--- config.mk ---
export PLATFORM = sky130hd
export DESIGN_NAME = bus_sequencer
export DESIGN_NICKNAME = d
export VERILOG_FILES = /design/src/rtl/bus_sequencer.sv
export SDC_FILE = /design/constraint.sdc
export NUM_CORES = 1
export LEC_CHECK = 0
export CAP_MARGIN = 20
export CORE_MARGIN = 4
export CORE_UTILIZATION = 40
export DETAILED_ROUTE_END_ITERATION = 8
export HOLD_SLACK_MARGIN = 0.05
export PLACE_DENSITY = 0.87
export REMOVE_ABC_BUFFERS = 1
export SKIP_CTS_REPAIR_TIMING = 1
export SYNTH_ARGS = -nofsm -noshare
export SYNTH_HDL_FRONTEND = slang
export SYNTH_SLANG_ARGS = --single-unit
--- constraint.sdc ---
create_clock -name clock -period 3.6 [get_ports clock]
set_input_delay 0.72 -clock clock [delete_from_list [all_inputs] [get_ports clock]]
set_output_delay 0.72 -clock clock [all_outputs]
set_load 0.02 [all_outputs]
--- src/rtl/bus_sequencer.sv ---
// Control-step sequencer for the single-bus datapath: instruction fetch plus the
// register/immediate ALU subset. At most one bus driver is selected per cycle.
module bus_sequencer #(
  parameter bit WAIT_FOR_MEM = 1'b1
) (
  input  logic        clock,
  input  logic        clear,
  input  logic [31:0] ir,
  input  logic        mem_ready,
  output logic [15:0] reg_out,
  output logic [15:0] reg_in,
  output logic        hi_out,
  output logic        lo_out,
  output logic        zhi_out,
  output logic        zlo_out,
  output logic        pc_out,
  output logic        mdr_out,
  output logic        inport_out,
  output logic        c_out,
  output logic        pc_in,
  output logic        ir_in,
  output logic        mar_in,
  output logic        mdr_in,
  output logic        y_in,
  output logic        z_in,
  output logic        hi_in,
  output logic        lo_in,
  output logic        inc_pc,
  output logic        mem_read,
  output logic [4:0]  alu_op,
  output logic        halted,
  output logic        illegal,
  output logic [2:0]  step
);

  // state  | meaning
  // S_T0   | PC to MAR, Z <= PC+1
  // S_T1   | memory read, wait for mem_ready, PC <= Z on exit
  // S_T2   | IR <= MDR
  // S_T3   | decode; first operand into Y
  // S_T4   | ALU operation, second operand, Z <= result
  // S_T5   | Z low to Ra (reg ops) or LO (mul/div)
  // S_T6   | Z high to HI (mul/div only)
  // S_HALT | stopped until reset
  typedef enum logic [2:0] {
    S_T0   = 3'd0,
    S_T1   = 3'd1,
    S_T2   = 3'd2,
    S_T3   = 3'd3,
    S_T4   = 3'd4,
    S_T5   = 3'd5,
    S_T6   = 3'd6,
    S_HALT = 3'd7
  } state_t;

  localparam logic [4:0] OP_ADD  = 5'b00011;
  localparam logic [4:0] OP_SUB  = 5'b00100;
  localparam logic [4:0] OP_AND  = 5'b00101;
  localparam logic [4:0] OP_OR   = 5'b00110;
  localparam logic [4:0] OP_ADDI = 5'b01100;
  localparam logic [4:0] OP_MUL  = 5'b01111;
  localparam logic [4:0] OP_DIV  = 5'b10000;
  localparam logic [4:0] OP_NOP  = 5'b11010;
  localparam logic [4:0] OP_HALT = 5'b11011;

  state_t      r_state;
  state_t      w_next;
  logic [4:0]  w_opcode;
  logic [15:0] w_sel_ra, w_sel_rb, w_sel_rc;
  logic        w_is_reg, w_is_addi, w_is_md, w_is_alu, w_mem_done;
  logic        w_unused;

  assign w_opcode   = ir[31:27];
  assign w_sel_ra   = 16'd1 << ir[26:23];
  assign w_sel_rb   = 16'd1 << ir[22:19];
  assign w_sel_rc   = 16'd1 << ir[18:15];
  assign w_is_reg   = (w_opcode == OP_ADD) || (w_opcode == OP_SUB) ||
                      (w_opcode == OP_AND) || (w_opcode == OP_OR);
  assign w_is_addi  = (w_opcode == OP_ADDI);
  assign w_is_md    = (w_opcode == OP_MUL) || (w_opcode == OP_DIV);
  assign w_is_alu   = w_is_reg || w_is_addi || w_is_md;
  assign w_mem_done = !WAIT_FOR_MEM || mem_ready;
  assign w_unused   = ^ir[14:0];

  always_ff @(posedge clock or negedge clear) begin
    if (!clear) r_state <= S_T0;
    else        r_state <= w_next;
  end

  always_comb begin
    w_next     = r_state;
    reg_out    = '0;
    reg_in     = '0;
    hi_out     = 1'b0;
    lo_out     = 1'b0;
    zhi_out    = 1'b0;
    zlo_out    = 1'b0;
    pc_out     = 1'b0;
    mdr_out    = 1'b0;
    inport_out = 1'b0;
    c_out      = 1'b0;
    pc_in      = 1'b0;
    ir_in      = 1'b0;
    mar_in     = 1'b0;
    mdr_in     = 1'b0;
    y_in       = 1'b0;
    z_in       = 1'b0;
    hi_in      = 1'b0;
    lo_in      = 1'b0;
    inc_pc     = 1'b0;
    mem_read   = 1'b0;
    alu_op     = '0;
    halted     = 1'b0;
    illegal    = 1'b0;
    step       = r_state;
    case (r_state)
      S_T0: begin
        pc_out = 1'b1; mar_in = 1'b1; inc_pc = 1'b1; z_in = 1'b1;
        w_next = S_T1;
      end
      S_T1: begin
        // pc_in only on the exit cycle so a stalled fetch loads PC once
        zlo_out = 1'b1; mem_read = 1'b1; mdr_in = 1'b1;
        if (w_mem_done) begin
          pc_in  = 1'b1;
          w_next = S_T2;
        end
      end
      S_T2: begin
        mdr_out = 1'b1; ir_in = 1'b1;
        w_next  = S_T3;
      end
      S_T3: begin
        if (w_is_alu) begin
          reg_out = w_is_md ? w_sel_ra : w_sel_rb;
          y_in    = 1'b1;
          w_next  = S_T4;
        end else if (w_opcode == OP_HALT) begin
          w_next = S_HALT;
        end else begin
          illegal = (w_opcode != OP_NOP);
          w_next  = S_T0;
        end
      end
      S_T4: begin
        alu_op = w_opcode;
        z_in   = 1'b1;
        if (w_is_reg)  reg_out = w_sel_rc;
        if (w_is_addi) c_out   = 1'b1;
        if (w_is_md)   reg_out = w_sel_rb;
        w_next = S_T5;
      end
      S_T5: begin
        zlo_out = 1'b1;
        if (w_is_md) begin
          lo_in  = 1'b1;
          w_next = S_T6;
        end else begin
          if (w_is_alu) reg_in = w_sel_ra;
          w_next = S_T0;
        end
      end
      S_T6: begin
        zhi_out = 1'b1; hi_in = 1'b1;
        w_next  = S_T0;
      end
      S_HALT: halted = 1'b1;
      default: w_next = S_T0;
    endcase
    // strobes must drop the instant clear falls, not at the next edge
    if (!clear) begin
      reg_out = '0; reg_in = '0;
      hi_out = 1'b0; lo_out = 1'b0; zhi_out = 1'b0; zlo_out = 1'b0;
      pc_out = 1'b0; mdr_out = 1'b0; inport_out = 1'b0; c_out = 1'b0;
      pc_in = 1'b0; ir_in = 1'b0; mar_in = 1'b0; mdr_in = 1'b0;
      y_in = 1'b0; z_in = 1'b0; hi_in = 1'b0; lo_in = 1'b0;
      inc_pc = 1'b0; mem_read = 1'b0;
      alu_op = '0; halted = 1'b0; illegal = 1'b0; step = '0;
    end
  end

endmodule

==> reports/metrics.cfg <==
[clocking]
h-tree-depth = 1
cts_root_buf = clkbuf_8
cts_buffers = 3
cts_buffer_depth = 2
clk_pin_slew_ps = 30
clk-insertion-delay-late_ps = 220
clkSinkCount = 3
cts_tree = done

[route]
wirelength_mm = 5.71
vias = 2230
via_per_inst = 5.49
wl_per_cell_um = 14.1
drtIter0Drc = 207
final_antenna_net_count = 0
drc = 0
firstDrtPassIters = 5

[yosys]
async_reset_ff_share_pct = 100
synth_edf_count = 0
ys_ff_latch = 3
yosys.area.top_type = nor3_1
netlist_top_cells_area = nor3_1 11%, a21oi_1 8.4%, nor2_1 7.6%
synth_flop_cell = dfrtp_1
synth_area_sq_um = 1480
synthTopCellsByCount = 33 x nor3_1, 30 x nor2_1, 29 x nand2_1
syn_area_per_cell_sq_um = 5.66
syn_inst = 262
seq_area_frac_synth_pct = 5.06
synthMostInstantiatedCell = nor3_1
synth_top_area_share_pct = 11.1
yosys_warnings = 0
ys_types = 38

[sta]
period_needed_ps = 3500
setup_ws_ps = 97.1
hold_viol_final = 0
grt_setup_unrepaired = false
fin_crit_sh_pct = 97.3
setup-violations-final = 0
fmaxAchievable_ghz = 0.285
fin_skew_ps = 1.21
slew_violations = 0

[placement]
pre_cts_slack_ps = -458
gp_congestion = 0.976
hpwl_mm = 4.52
io_buffer_count = 76
placed_cells = 399

[setup_path]
r2r_start = r_state[1]
end_kind = primary output
worstSetupPathType = primary input to primary output
r2r_end = r_state[1]
critPathArrivalTime_ps = 2780
setup.worst_path.start_class = primary input
r2r_slack_ps = 1940
required_ps = 2880
rr_worst_depth = 4
worstPathMaxFanout = 5

[cells_and_area]
fill_cells = 275
area_growth_syn_to_layout_pct = 77.2
finalCoreUtilization_pct = 75.8
num_antenna_cells = 0
final_cells = 406
drive_above_1_share_pct = 15.0
largest_register_ffs = 3
finalNetCount = 396
regMostFlops = r_state
reg.largest.list = r_state x3

[run]
max-cap-violations = 0

[hold_path]
hold-path-endpoint = r_state[1]
holdCritStartpoint = r_state[0]
holdCritPathClass = flop to flop
min_path_cells = 2

[global_route]
grt_max_degree = 29
grt_pass1_vias = 1858
grt_overflow = 0
grt_pass1_wl_mm = 8.58
antenna_found_initial = 0
grt_use_total_pct = 23.4

[pwr]
p_leak_uw = 0.00154
vdd_drop_max_v = 0.000187
p_per_area_nw_per_um2 = 233
power_uw = 612

[die]
die_area_sq_um = 4740
core_area_sq_um = 3470
num_rows = 21
boundaryPins = 95
die_y_um = 68.9
start_util_pct = 42.7
die_x_um = 68.9

[outcome]
status = complete, no violations

==> worst max path at each step <==
stage	startpoint	endpoint	slack (ps)
after floorplan	ir[29]	reg_out[10]	60
after CTS	ir[29]	reg_out[9]	-450
after global routing	ir[30]	illegal	9
after detailed placement	ir[29]	reg_out[9]	-460
after global placement	ir[29]	reg_out[9]	-410
final	ir[30]	illegal	100
==> critical path, cell delays in order <==
cell	delay (ps)
clkdlybuf4s50_1	420
and3_1	200
o21ai_1	250
nand3_2	180
buf_4	180
nor3_1	170
clkdlybuf4s50_1	650
==> per-layer routing <==
layer	part of all wire, %	vias to the layer above	global-route usage, %
li1	-	1128	-
met1	41	970	32.6
met2	47	123	39.8
met3	11	9	1.62
met4	0.65	0	4.14
met5	0	-	0
==> where the power goes <==
group,internal [uW],leakage [uW],switching (uW),total (uW)
Combinational,187,0.00148,232,420
Sequential,49.4,0.0000367,44.3,93.7
Clock,75.6,0.0000228,23.0,98.5
==> final cells by class <==
class                      count  area, sq um  share of cell area [%]
tap                           46         57.6                    2.19
multi-input combinational    234         1270                    48.3
clock buffer                   4         45.0                    1.71
sequential                     3         75.1                    2.86
timing repair buffer         116         1170                    44.5
inverter                       3         11.3                   0.429
==> layout by cell type (no fill, tap or decap), types with 2 or more instances in the layout <==
cell             instances
o21a_1                   7
nor3b_1                  2
or3_1                    5
or4_1                    4
dfrtp_1                  3
a21o_1                   5
and2_1                  10
nand3_1                 15
nor2b_1                  5
dlymetal6s2s_1          37
buf_6                    2
o21ai_1                  8
and3_1                   6
nor3_1                  33
inv_1                    3
nand4_1                  5
o21ai_0                 10
nor4_1                   2
nand2_1                 29
clkbuf_8                 3
buf_4                   37
clkdlybuf4s50_1         38
conb_1                   3
nor2_1                  30
a21oi_1                 25
or2_2                    4
nand2b_1                12
==> kinds of logic after synthesis <==
kind of cell / count (synthesis) / synth area share (%)
buf+inv: 27 / 10.6
simple gates: 167 / 57.6
compound gates: 64 / 26.4
flops: 3 / 5.06
other cells: 1 / 0.253
==> metrics by stage <==
step | TNS, ps | hold WS [ps] | cell area [sq um]
after floorplan | 0 | 424 | 1340
after global placement | -11090 | 699 | 2450
after detailed placement | -12100 | 720 | 2450
after CTS | -12230 | 731 | 2500
after global routing | 0 | 779 | 2630
final | 0 | 734 | 2630
Power figures use the tool's default switching activity.
